$ cat config.mk
export PLATFORM = sky130hd
export DESIGN_NAME = instr_encoder
export DESIGN_NICKNAME = d
export VERILOG_FILES = /design/src/rtl/rv_pkg.sv /design/src/rtl/instr_pack.sv /design/src/rtl/instr_encoder.sv
export SDC_FILE = /design/constraint.sdc
export NUM_CORES = 1
export LEC_CHECK = 0
export ABC_AREA = 0
export BUFFER_PORTS_ARGS = -buffer_cell sky130_fd_sc_hd__buf_4
export CORE_MARGIN = 1
export CORE_UTILIZATION = 58
export DETAILED_ROUTE_END_ITERATION = 10
export PLACE_DENSITY = 0.81
export SYNTH_ARGS = -nofsm -noshare
export SYNTH_HDL_FRONTEND = slang
export SYNTH_HIERARCHICAL = 1
export SYNTH_SLANG_ARGS = --single-unit
$ cat constraint.sdc
create_clock -name clk -period 4.8 [get_ports clk]
set_input_delay 0.96 -clock clk [delete_from_list [all_inputs] [get_ports clk]]
set_output_delay 0.96 -clock clk [all_outputs]
set_load 0.01 [all_outputs]
$ cat src/rtl/rv_pkg.sv
// RV32I encoding constants shared by the encoder, the decoder and the ALU.
// Holds instruction class codes, opcodes, field positions and an immediate range helper.
package rv_pkg;

    typedef enum logic [3:0] {
        CLS_R      = 4'd0,
        CLS_I      = 4'd1,
        CLS_STORE  = 4'd2,
        CLS_LOAD   = 4'd3,
        CLS_BRANCH = 4'd4,
        CLS_JALR   = 4'd5,
        CLS_JAL    = 4'd6,
        CLS_AUIPC  = 4'd7,
        CLS_LUI    = 4'd8
    } cls_e;

    localparam logic [6:0] OPC_OP     = 7'b0110011;
    localparam logic [6:0] OPC_OP_IMM = 7'b0010011;
    localparam logic [6:0] OPC_STORE  = 7'b0100011;
    localparam logic [6:0] OPC_LOAD   = 7'b0000011;
    localparam logic [6:0] OPC_BRANCH = 7'b1100011;
    localparam logic [6:0] OPC_JALR   = 7'b1100111;
    localparam logic [6:0] OPC_JAL    = 7'b1101111;
    localparam logic [6:0] OPC_AUIPC  = 7'b0010111;
    localparam logic [6:0] OPC_LUI    = 7'b0110111;

    localparam logic [6:0] F7_BASE = 7'b0000000;
    localparam logic [6:0] F7_ALT  = 7'b0100000;

    localparam int RD_LSB  = 7;
    localparam int F3_LSB  = 12;
    localparam int RS1_LSB = 15;
    localparam int RS2_LSB = 20;
    localparam int F7_LSB  = 25;

    typedef enum logic [3:0] {
        ALU_ADD, ALU_SUB, ALU_SLL, ALU_SLT, ALU_SLTU,
        ALU_XOR, ALU_SRL, ALU_SRA, ALU_OR, ALU_AND
    } alu_op_e;

    // True when v is the sign extension of its low 'bits' bits.
    function automatic logic fits_signed(input logic [31:0] v, input int bits);
        logic ok;
        ok = 1'b1;
        for (int i = 0; i < 32; i++) begin
            if (i >= bits - 1 && v[i] != v[31]) ok = 1'b0;
        end
        return ok;
    endfunction

endpackage

$ cat src/rtl/instr_pack.sv
// Combinational field packer: turns class plus operand fields into an RV32I word.
// Any range or class violation zeroes the word and raises err_o.
module instr_pack
    import rv_pkg::*;
(
    input  logic [3:0]  cls_i,
    input  logic [2:0]  funct3_i,
    input  logic        alt_i,
    input  logic [4:0]  rd_i,
    input  logic [4:0]  rs1_i,
    input  logic [4:0]  rs2_i,
    input  logic [31:0] imm_i,
    output logic [31:0] instr_o,
    output logic        err_o
);

    logic [31:0] word;
    logic        err;
    logic [6:0]  f7_r;
    logic        is_shift;

    always_comb begin
        word     = '0;
        err      = 1'b0;
        f7_r     = (alt_i && (funct3_i == 3'b000 || funct3_i == 3'b101)) ? F7_ALT : F7_BASE;
        is_shift = (funct3_i == 3'b001) || (funct3_i == 3'b101);
        case (cls_i)
            CLS_R: word = {f7_r, rs2_i, rs1_i, funct3_i, rd_i, OPC_OP};
            CLS_I: begin
                if (is_shift) begin
                    err  = |imm_i[31:5];
                    word = {(alt_i ? F7_ALT : F7_BASE), imm_i[4:0], rs1_i, funct3_i, rd_i, OPC_OP_IMM};
                end else begin
                    err  = !fits_signed(imm_i, 12);
                    word = {imm_i[11:0], rs1_i, funct3_i, rd_i, OPC_OP_IMM};
                end
            end
            CLS_LOAD: begin
                err  = !fits_signed(imm_i, 12);
                word = {imm_i[11:0], rs1_i, funct3_i, rd_i, OPC_LOAD};
            end
            CLS_JALR: begin
                err  = !fits_signed(imm_i, 12);
                word = {imm_i[11:0], rs1_i, funct3_i, rd_i, OPC_JALR};
            end
            CLS_STORE: begin
                err  = !fits_signed(imm_i, 12);
                word = {imm_i[11:5], rs2_i, rs1_i, funct3_i, imm_i[4:0], OPC_STORE};
            end
            CLS_BRANCH: begin
                // funct3 010/011 are unassigned branch encodings
                err  = !fits_signed(imm_i, 13) || imm_i[0] ||
                       funct3_i == 3'b010 || funct3_i == 3'b011;
                word = {imm_i[12], imm_i[10:5], rs2_i, rs1_i, funct3_i,
                        imm_i[4:1], imm_i[11], OPC_BRANCH};
            end
            CLS_JAL: begin
                err  = !fits_signed(imm_i, 21) || imm_i[0];
                word = {imm_i[20], imm_i[10:1], imm_i[11], imm_i[19:12], rd_i, OPC_JAL};
            end
            CLS_AUIPC: begin
                err  = |imm_i[11:0];
                word = {imm_i[31:12], rd_i, OPC_AUIPC};
            end
            CLS_LUI: begin
                err  = |imm_i[11:0];
                word = {imm_i[31:12], rd_i, OPC_LUI};
            end
            default: err = 1'b1;
        endcase
        instr_o = err ? 32'h0 : word;
        err_o   = err;
    end

endmodule

$ cat src/rtl/instr_encoder.sv
// RV32I instruction encoder: packs fields through instr_pack into a small output FIFO.
// in_ready depends only on occupancy, so there is no path from out_ready to in_ready.
module instr_encoder
    import rv_pkg::*;
#(
    parameter int DEPTH = 2
) (
    input  logic        clk,
    input  logic        rst,
    input  logic        in_valid,
    output logic        in_ready,
    input  logic [3:0]  in_class,
    input  logic [2:0]  in_funct3,
    input  logic        in_alt,
    input  logic [4:0]  in_rd,
    input  logic [4:0]  in_rs1,
    input  logic [4:0]  in_rs2,
    input  logic [31:0] in_imm,
    output logic        out_valid,
    input  logic        out_ready,
    output logic [31:0] out_instr,
    output logic        out_err,
    output logic [15:0] enc_count
);

    localparam int PTR_W = $clog2(DEPTH);
    localparam int CNT_W = $clog2(DEPTH + 1);

    logic [31:0]      pack_instr;
    logic             pack_err;
    logic [32:0]      mem_q [DEPTH];
    logic [PTR_W-1:0] wr_ptr_q, wr_ptr_d, rd_ptr_q, rd_ptr_d;
    logic [CNT_W-1:0] count_q, count_d;
    logic [15:0]      enc_count_q, enc_count_d;
    logic             push, pop;
    logic [32:0]      head;

    instr_pack u_pack (
        .cls_i    (in_class),
        .funct3_i (in_funct3),
        .alt_i    (in_alt),
        .rd_i     (in_rd),
        .rs1_i    (in_rs1),
        .rs2_i    (in_rs2),
        .imm_i    (in_imm),
        .instr_o  (pack_instr),
        .err_o    (pack_err)
    );

    function automatic logic [PTR_W-1:0] ptr_inc(input logic [PTR_W-1:0] p);
        return (p == PTR_W'(DEPTH - 1)) ? '0 : p + 1'b1;
    endfunction

    always_comb begin
        in_ready    = !rst && (count_q != CNT_W'(DEPTH));
        out_valid   = !rst && (count_q != '0);
        push        = in_valid && in_ready;
        pop         = out_valid && out_ready;
        head        = mem_q[rd_ptr_q];
        out_instr   = out_valid ? head[31:0] : 32'h0;
        out_err     = out_valid && head[32];
        enc_count   = enc_count_q;
        wr_ptr_d    = push ? ptr_inc(wr_ptr_q) : wr_ptr_q;
        rd_ptr_d    = pop ? ptr_inc(rd_ptr_q) : rd_ptr_q;
        enc_count_d = enc_count_q + 16'(push && !pack_err);
        case ({push, pop})
            2'b10:   count_d = count_q + 1'b1;
            2'b01:   count_d = count_q - 1'b1;
            default: count_d = count_q;
        endcase
    end

    always_ff @(posedge clk) begin
        if (rst) begin
            wr_ptr_q    <= '0;
            rd_ptr_q    <= '0;
            count_q     <= '0;
            enc_count_q <= '0;
        end else begin
            wr_ptr_q    <= wr_ptr_d;
            rd_ptr_q    <= rd_ptr_d;
            count_q     <= count_d;
            enc_count_q <= enc_count_d;
        end
    end

    always_ff @(posedge clk) begin
        if (push) mem_q[wr_ptr_q] <= {pack_err, pack_instr};
    end

endmodule

# Yosys cells after proc, flatten, opt, wreduce, memory -nomap -nowiden
# Memories as Yosys holds them, arrays and structs flattened. A register that Yosys moved wholly into a read port is not among the register bits.
# Cells that the tools add are included.
# W data, S select, Z words.
[op_classes] n_mux=72 n_div=0 n_bitwise=0 n_reduce_logical=28 n_eq_ne=35 n_lt_le_gt_ge=0 n_mul=0 shifts=0 add_sub_neg=5
[ops] op="$pmux W32 S9" n=1
[ops] op="$mux W32" n=3
[ops] op="$mux W1" n=64
[ops] op="$reduce_or A27 Y1" n=1
[ops] op="$ne A1 B1 Y1" n=20
[ops] op="$add A16 B1 Y16" n=1
[ops] op="$eq A4 B3 Y1 const B" n=4
[ops] op="$mux W6" n=2
[ops] op="$reduce_or A12 Y1" n=1
[ops] op="$eq A4 B2 Y1 const B" n=2
[ops] op="$logic_not A1 Y1" n=8
[ops] op="$pmux W1 S8" n=1
[ops] op="$logic_and A1 B1 Y1" n=7
[ops] op="$eq A3 B2 Y1 const B" n=2
[ops] op="$logic_or A1 B1 Y1" n=6
[ops] op="$eq A4 B1 Y1 const B" n=1
[ops] op="$eq A4 B4 Y1 const B" n=1
[ops] op="$logic_not A4 Y1" n=1
[ops] op="$pmux W2 S2" n=1
[ops] op="$reduce_bool A2 Y1" n=2
[ops] op="$eq A3 B1 Y1 const B" n=1
[ops] op="$eq A3 B3 Y1 const B" n=1
[ops] op="$logic_not A3 Y1" n=1
[ops] op="$add A1 B1 Y1 const B" n=2
[ops] op="6 further kinds" n=6
[word_totals] latch_bits=0 in_bits=59 word_cells=145 output_inout_bits=51 register_bits=20 rom_bits=0 memories=1 ramBits=66
[memory_table] memory="mem_q" words=2 width=33 rd=1 rd_ports_with_merged_regs=1 write_ports=1 line="instr_encoder.sv:31" text="logic [32:0] mem_q [DEPTH];"

# Depth between registers and ports, before layout
[logic_depth] depth_word=29 ltp_mapped=14 mapped_depth_nobuf=12

# By module
# The synthesis kept the hierarchy.
[by_module_without_submodules] mod="instr_encoder" n_inst=1 cells_each=241 seq_area_each_um2=2402.3 area_per_inst_um2=3410.8
[by_module_without_submodules] mod="instr_pack" n_inst=1 cells_each=168 seq_area_each_um2=0.0 area_per_inst_um2=1199.9

# Worst setup path after synthesis
# No wires, ideal clock.
[synth_path] kind="in2reg" start="in in_class[1]" end="reg enc_count_q[15] (netlist: enc_count[15])" stages=13 required_time_ns=4.677 n_path_buf=2 t_arrival_ns=3.487 setup_time_ns=0.123 path_slack_ns=1.190 path_cell_list="buf_2 or4b_1 and3b_1 a31oi_1 nor2_1 buf_6 or2_1 nor2_1 ha_1 nand2_1 nor3_4 nand4_1 mux2_1"
[synth_between] elab_chain_len=6 elab_cells_between_ends=14 classes_between="add/sub (1); eq/ne (8); mux (1); reduce/logical (4)"
[synth_rtl] element="start: declaration" line="instr_encoder.sv:12" text="input logic [3:0] in_class,"
[synth_rtl] element="$eq A4 B3 Y1 / $eq A4 B4 Y1 (equally long branches)" line="instr_pack.sv:27" text="case (cls_i)"
[synth_rtl] element="$reduce_or A2 Y1 (no source line)"
[synth_rtl] element="$pmux W1 S8 (*)" line="instr_pack.sv:27"
[synth_rtl] element="net pack_err" line="instr_encoder.sv:30" text="logic pack_err;"
[synth_rtl] element="$logic_not A1 Y1 (*)" line="instr_encoder.sv:65" text="enc_count_d = enc_count_q + 16'(push && !pack_err);"
[synth_rtl] element="$logic_and A1 B1 Y1 (*)" line="instr_encoder.sv:65"
[synth_rtl] element="$add A16 B1 Y16 (*)" line="instr_encoder.sv:65"
[synth_rtl] element="end signal: assignment" line="instr_encoder.sv:83" text="enc_count_q <= enc_count_d;"
[synth_rtl] element="end: declaration" line="instr_encoder.sv:34" text="logic [15:0] enc_count_q, enc_count_d;"
# Mark *: on every way through the listed nets, which the timed path passes. The rest lies on a longest branch.
# A chain may end at the register's enable or synchronous reset.

# Worst setup path in the final report
[layout_path] start="in in_imm[23]" end="reg enc_count_q[15] (netlist: enc_count[15])"
[layout_between] elab_chain_len=18 elab_cells_between_ends=48 classes_between="add/sub (1); eq/ne (1); mux (33); reduce/logical (13)"
[layout_rtl] element="start: declaration" line="instr_encoder.sv:18" text="input logic [31:0] in_imm,"
[layout_rtl] element="$ne A1 B1 Y1" line="rv_pkg.sv:46" text="if (i >= bits - 1 && v[i] != v[31]) ok = 1'b0;"
[layout_rtl] element="$mux W1 (8 in a row)" line="rv_pkg.sv:46"
[layout_rtl] element="$mux W1" line="instr_pack.sv:27"
[layout_rtl] element="$logic_not A1 Y1" line="instr_pack.sv:52" text="err = !fits_signed(imm_i, 13) || imm_i[0] ||"
[layout_rtl] element="$logic_or A1 B1 Y1 (2 in a row)" line="instr_pack.sv:52"
[layout_rtl] element="$logic_or A1 B1 Y1" line="instr_pack.sv:53" text="funct3_i == 3'b010 || funct3_i == 3'b011;"
[layout_rtl] element="$pmux W1 S8 (*)" line="instr_pack.sv:27"
[layout_rtl] element="net pack_err" line="instr_encoder.sv:30"
[layout_rtl] element="$logic_not A1 Y1 (*)" line="instr_encoder.sv:65"
[layout_rtl] element="$logic_and A1 B1 Y1 (*)" line="instr_encoder.sv:65"
[layout_rtl] element="$add A16 B1 Y16 (*)" line="instr_encoder.sv:65"
# Mark *: on every way through the listed nets, which the timed path passes. The rest lies on a longest branch. The select of a mux whose other input is x is not followed.

==> flow_summary.json <==
{
  "status": "finished clean",
  "die_w_microns": 91.2,
  "slew_violations": 0,
  "ant_nets": 0,
  "crit_path_end_kind": "register",
  "drt_pass1_iterations": 6,
  "grt_pass1_vias": 3320,
  "port-buffer-count": 109,
  "place.gp.congestion": 0.887,
  "crit_family": "simple AND/OR/NAND/NOR gates",
  "reg2reg_depth": 7,
  "cts_root_buf": "clkbuf_8",
  "placed_cells": 599,
  "die_area_sq_um": 8310,
  "post-route-min-period_ns": 3.62,
  "synth_flop_cell": "edfxtp_1",
  "die_h_microns": 91.2,
  "top_layer_used": "met4",
  "worst_ep_arrival_time_ns": 3.89,
  "leakagePower_nw": 2.09,
  "nNetsFinal": 570,
  "synth_async_sr_flop_share": 0,
  "clockBufferDepth": 2,
  "fill_cells": 557,
  "placed_area_sq_um": 5470,
  "setup_viol": 0,
  "cp.buffers_inverters": 1,
  "finClkSkew_ns": 0.0125,
  "synth-seq-cells": 87,
  "min_period_over_period": 0.755,
  "swShare": 0.268,
  "synth_cell_types": 56,
  "syn_nets": 471,
  "hp-class": "reg2reg",
  "diodes": 0,
  "power_switching_mw": 0.464,
  "drive_above_1_share": 0.329,
  "hold_slack_ns": 0.521,
  "slowest_stage": "a222oi_1",
  "cts_hold_buf": 0,
  "std_cell_rows": 32,
  "vias": 3642,
  "cts_buffers": 9,
  "p_seq_frac": 0.498,
  "maxCapViolCount": 0,
  "met2_length_mm": 5.24,
  "cts_tree": "built",
  "syn_to_final_growth_pct": 23.5,
  "layout.cells.non_filler": 615,
  "drc": 0,
  "relSlewSlack": 0.284,
  "ys_warn_count": 6,
  "synth_edf_count": 66,
  "h-tree-depth": 3,
  "drt-initial-drc-count": 254,
  "crit_fanout": 6,
  "hold_viol": 0,
  "via_per_inst": 5.92,
  "synth_top_cell_by_area": "edfxtp_1",
  "numClockSinks": 87,
  "fin_area_sq_um": 5690,
  "clockPowerShare": 0.333,
  "clk_latency_ns": 0.37,
  "coreArea_sq_um": 7730,
  "seq_area_frac_synth": 0.521,
  "groute.usage.overall": 0.262,
  "slowest_delay_ns": 0.62,
  "rsz0062_at_grt": "no",
  "post_drt_wl_per_cell_microns": 17.5,
  "power.density_nw_per_um2": 304,
  "grt_pass1_wl_mm": 16.7,
  "wl_met3_microns": 655,
  "synth_cells": 409,
  "syn_avg_cell_area_sq_um": 11.3,
  "gr-total-overflow": 0,
  "cts_setup_buffers": 0,
  "grt_max_degree": 34,
  "fmax_ghz": 0.276,
  "combPwrFrac": 0.169,
  "cp_cell_sequence": "buf_4, nor4_1, nand4b_1, a222oi_1, nor2_4, or2_1, nor2_1, ha_1, nand2_1, nor3_4, nand4_1, mux2_1",
  "crit_type": "in2reg",
  "wirelength_mm": 10.7,
  "ir_drop_mv": 0.191,
  "yosysMostFrequentCell": "edfxtp_1",
  "intPower_mw": 1.27,
  "critPathRequiredTime_ns": 5.07,
  "dpl.hpwl_mm": 7.44,
  "synth.top_cells.by_count": "edfxtp_1 (66), nor2_1 (64), mux2i_1 (39), nor3_2 (28), a22oi_1 (23)",
  "synth_area_leaders": "edfxtp_1 (43%), dfxtp_1 (9.1%), mux2i_1 (8.5%)",
  "io_pins": 110,
  "tns_ns": 0,
  "cts_resized": 0,
  "syn_area_sq_um": 4610,
  "synth_top_cell_area_share": 0.430,
  "antenna_found_initial": 0,
  "drt-met1-wl_mm": 4.54,
  "worstHoldPathCells": 2,
  "crit_cells": 12,
  "start_util": 0.597,
  "worstMarginPinSlew_ns": 1.07,
  "crit_path_start_kind": "input pin",
  "clk_pin_slew_worst_paths_ns": 0.09
}
[final timing paths]
kind                         endpoint  slack [ns]                     from
max          enc_count[15]$_SDFF_PP0_        1.18               in_imm[23]
min             rd_ptr_q$_SDFFE_PP0P_        0.52    rd_ptr_q$_SDFFE_PP0P_
max reg2reg   count_q[1]$_SDFFE_PP0P_        2.26  count_q[1]$_SDFFE_PP0P_
min reg2reg     rd_ptr_q$_SDFFE_PP0P_        0.52    rd_ptr_q$_SDFFE_PP0P_
[placed cells by master, fill, tap and decap left out, types with 10 or more instances in the layout]
cell type    n
buf_4      114
nor3_2      28
nor2_1      61
a22oi_1     23
dfxtp_1     20
mux2i_1     39
xnor2_1     11
edfxtp_1    66
nand2_1     14
o21ai_0     10
nand3_1     15
[power by group through the flow]
stage                     Clock [mW]  Combinational [mW]  Sequential, mW
after floorplan                    0               0.182           0.868
after global placement             0               0.285           0.879
after detailed placement           0               0.290           0.880
after CTS                      0.579               0.291           0.863
after global routing           0.610               0.314           0.866
final                          0.578               0.292           0.863
[logic make-up (layout without fill, tap and decap cells)]
family / Yosys count / after routing / synth area share
simple gates: 170 / 170 / 0.218
compound gates: 59 / 59 / 0.0947
fa+ha+maj: 3 / 3 / 0.00814
flops: 87 / 87 / 0.521
xor+xnor: 19 / 19 / 0.0361
buf+inv: 31 / 135 / 0.0345
mux: 40 / 40 / 0.0871
[cell type report]
class                      count  area (sq um)  area share
clock buffer                   9           124      0.0218
timing repair buffer         114           856       0.150
sequential                    87          2400       0.422
multi-input combinational    291          2060       0.362
inverter                       5          18.8     0.00330
clock inverter                 7           101      0.0178
tap                          102           128      0.0224
[registers in the layout, summed over array words and instances (netlist names), named ones only]
name and cells:
rd_ptr_q 1, wr_ptr_q 1, enc_count 16, count_q 2
mem_q 66
[per-layer routing]
layer | track usage | up-vias
li1 | - | 1738
met4 | 0.118 | 0
met1 | 0.346 | 1717
met3 | 0.0503 | 25
met5 | 0 | -
met2 | 0.420 | 162
[worst min-delay path, cell delays in order (launching register included)]
cell and delay [ns]:
dfxtp_1 0.33, xnor2_1 0.08, nor2_1 0.08
[through the flow]
stage               power (mW)  worst slack [ns]   util
global route              1.79              1.01  0.737
finish                    1.73              1.18  0.737
floorplan                 1.05              1.19      -
detailed placement        1.17             0.867  0.708
CTS                       1.73              1.26  0.737
global placement          1.16              1.02  0.708
No activity file was read; power rests on OpenSTA's default activity.
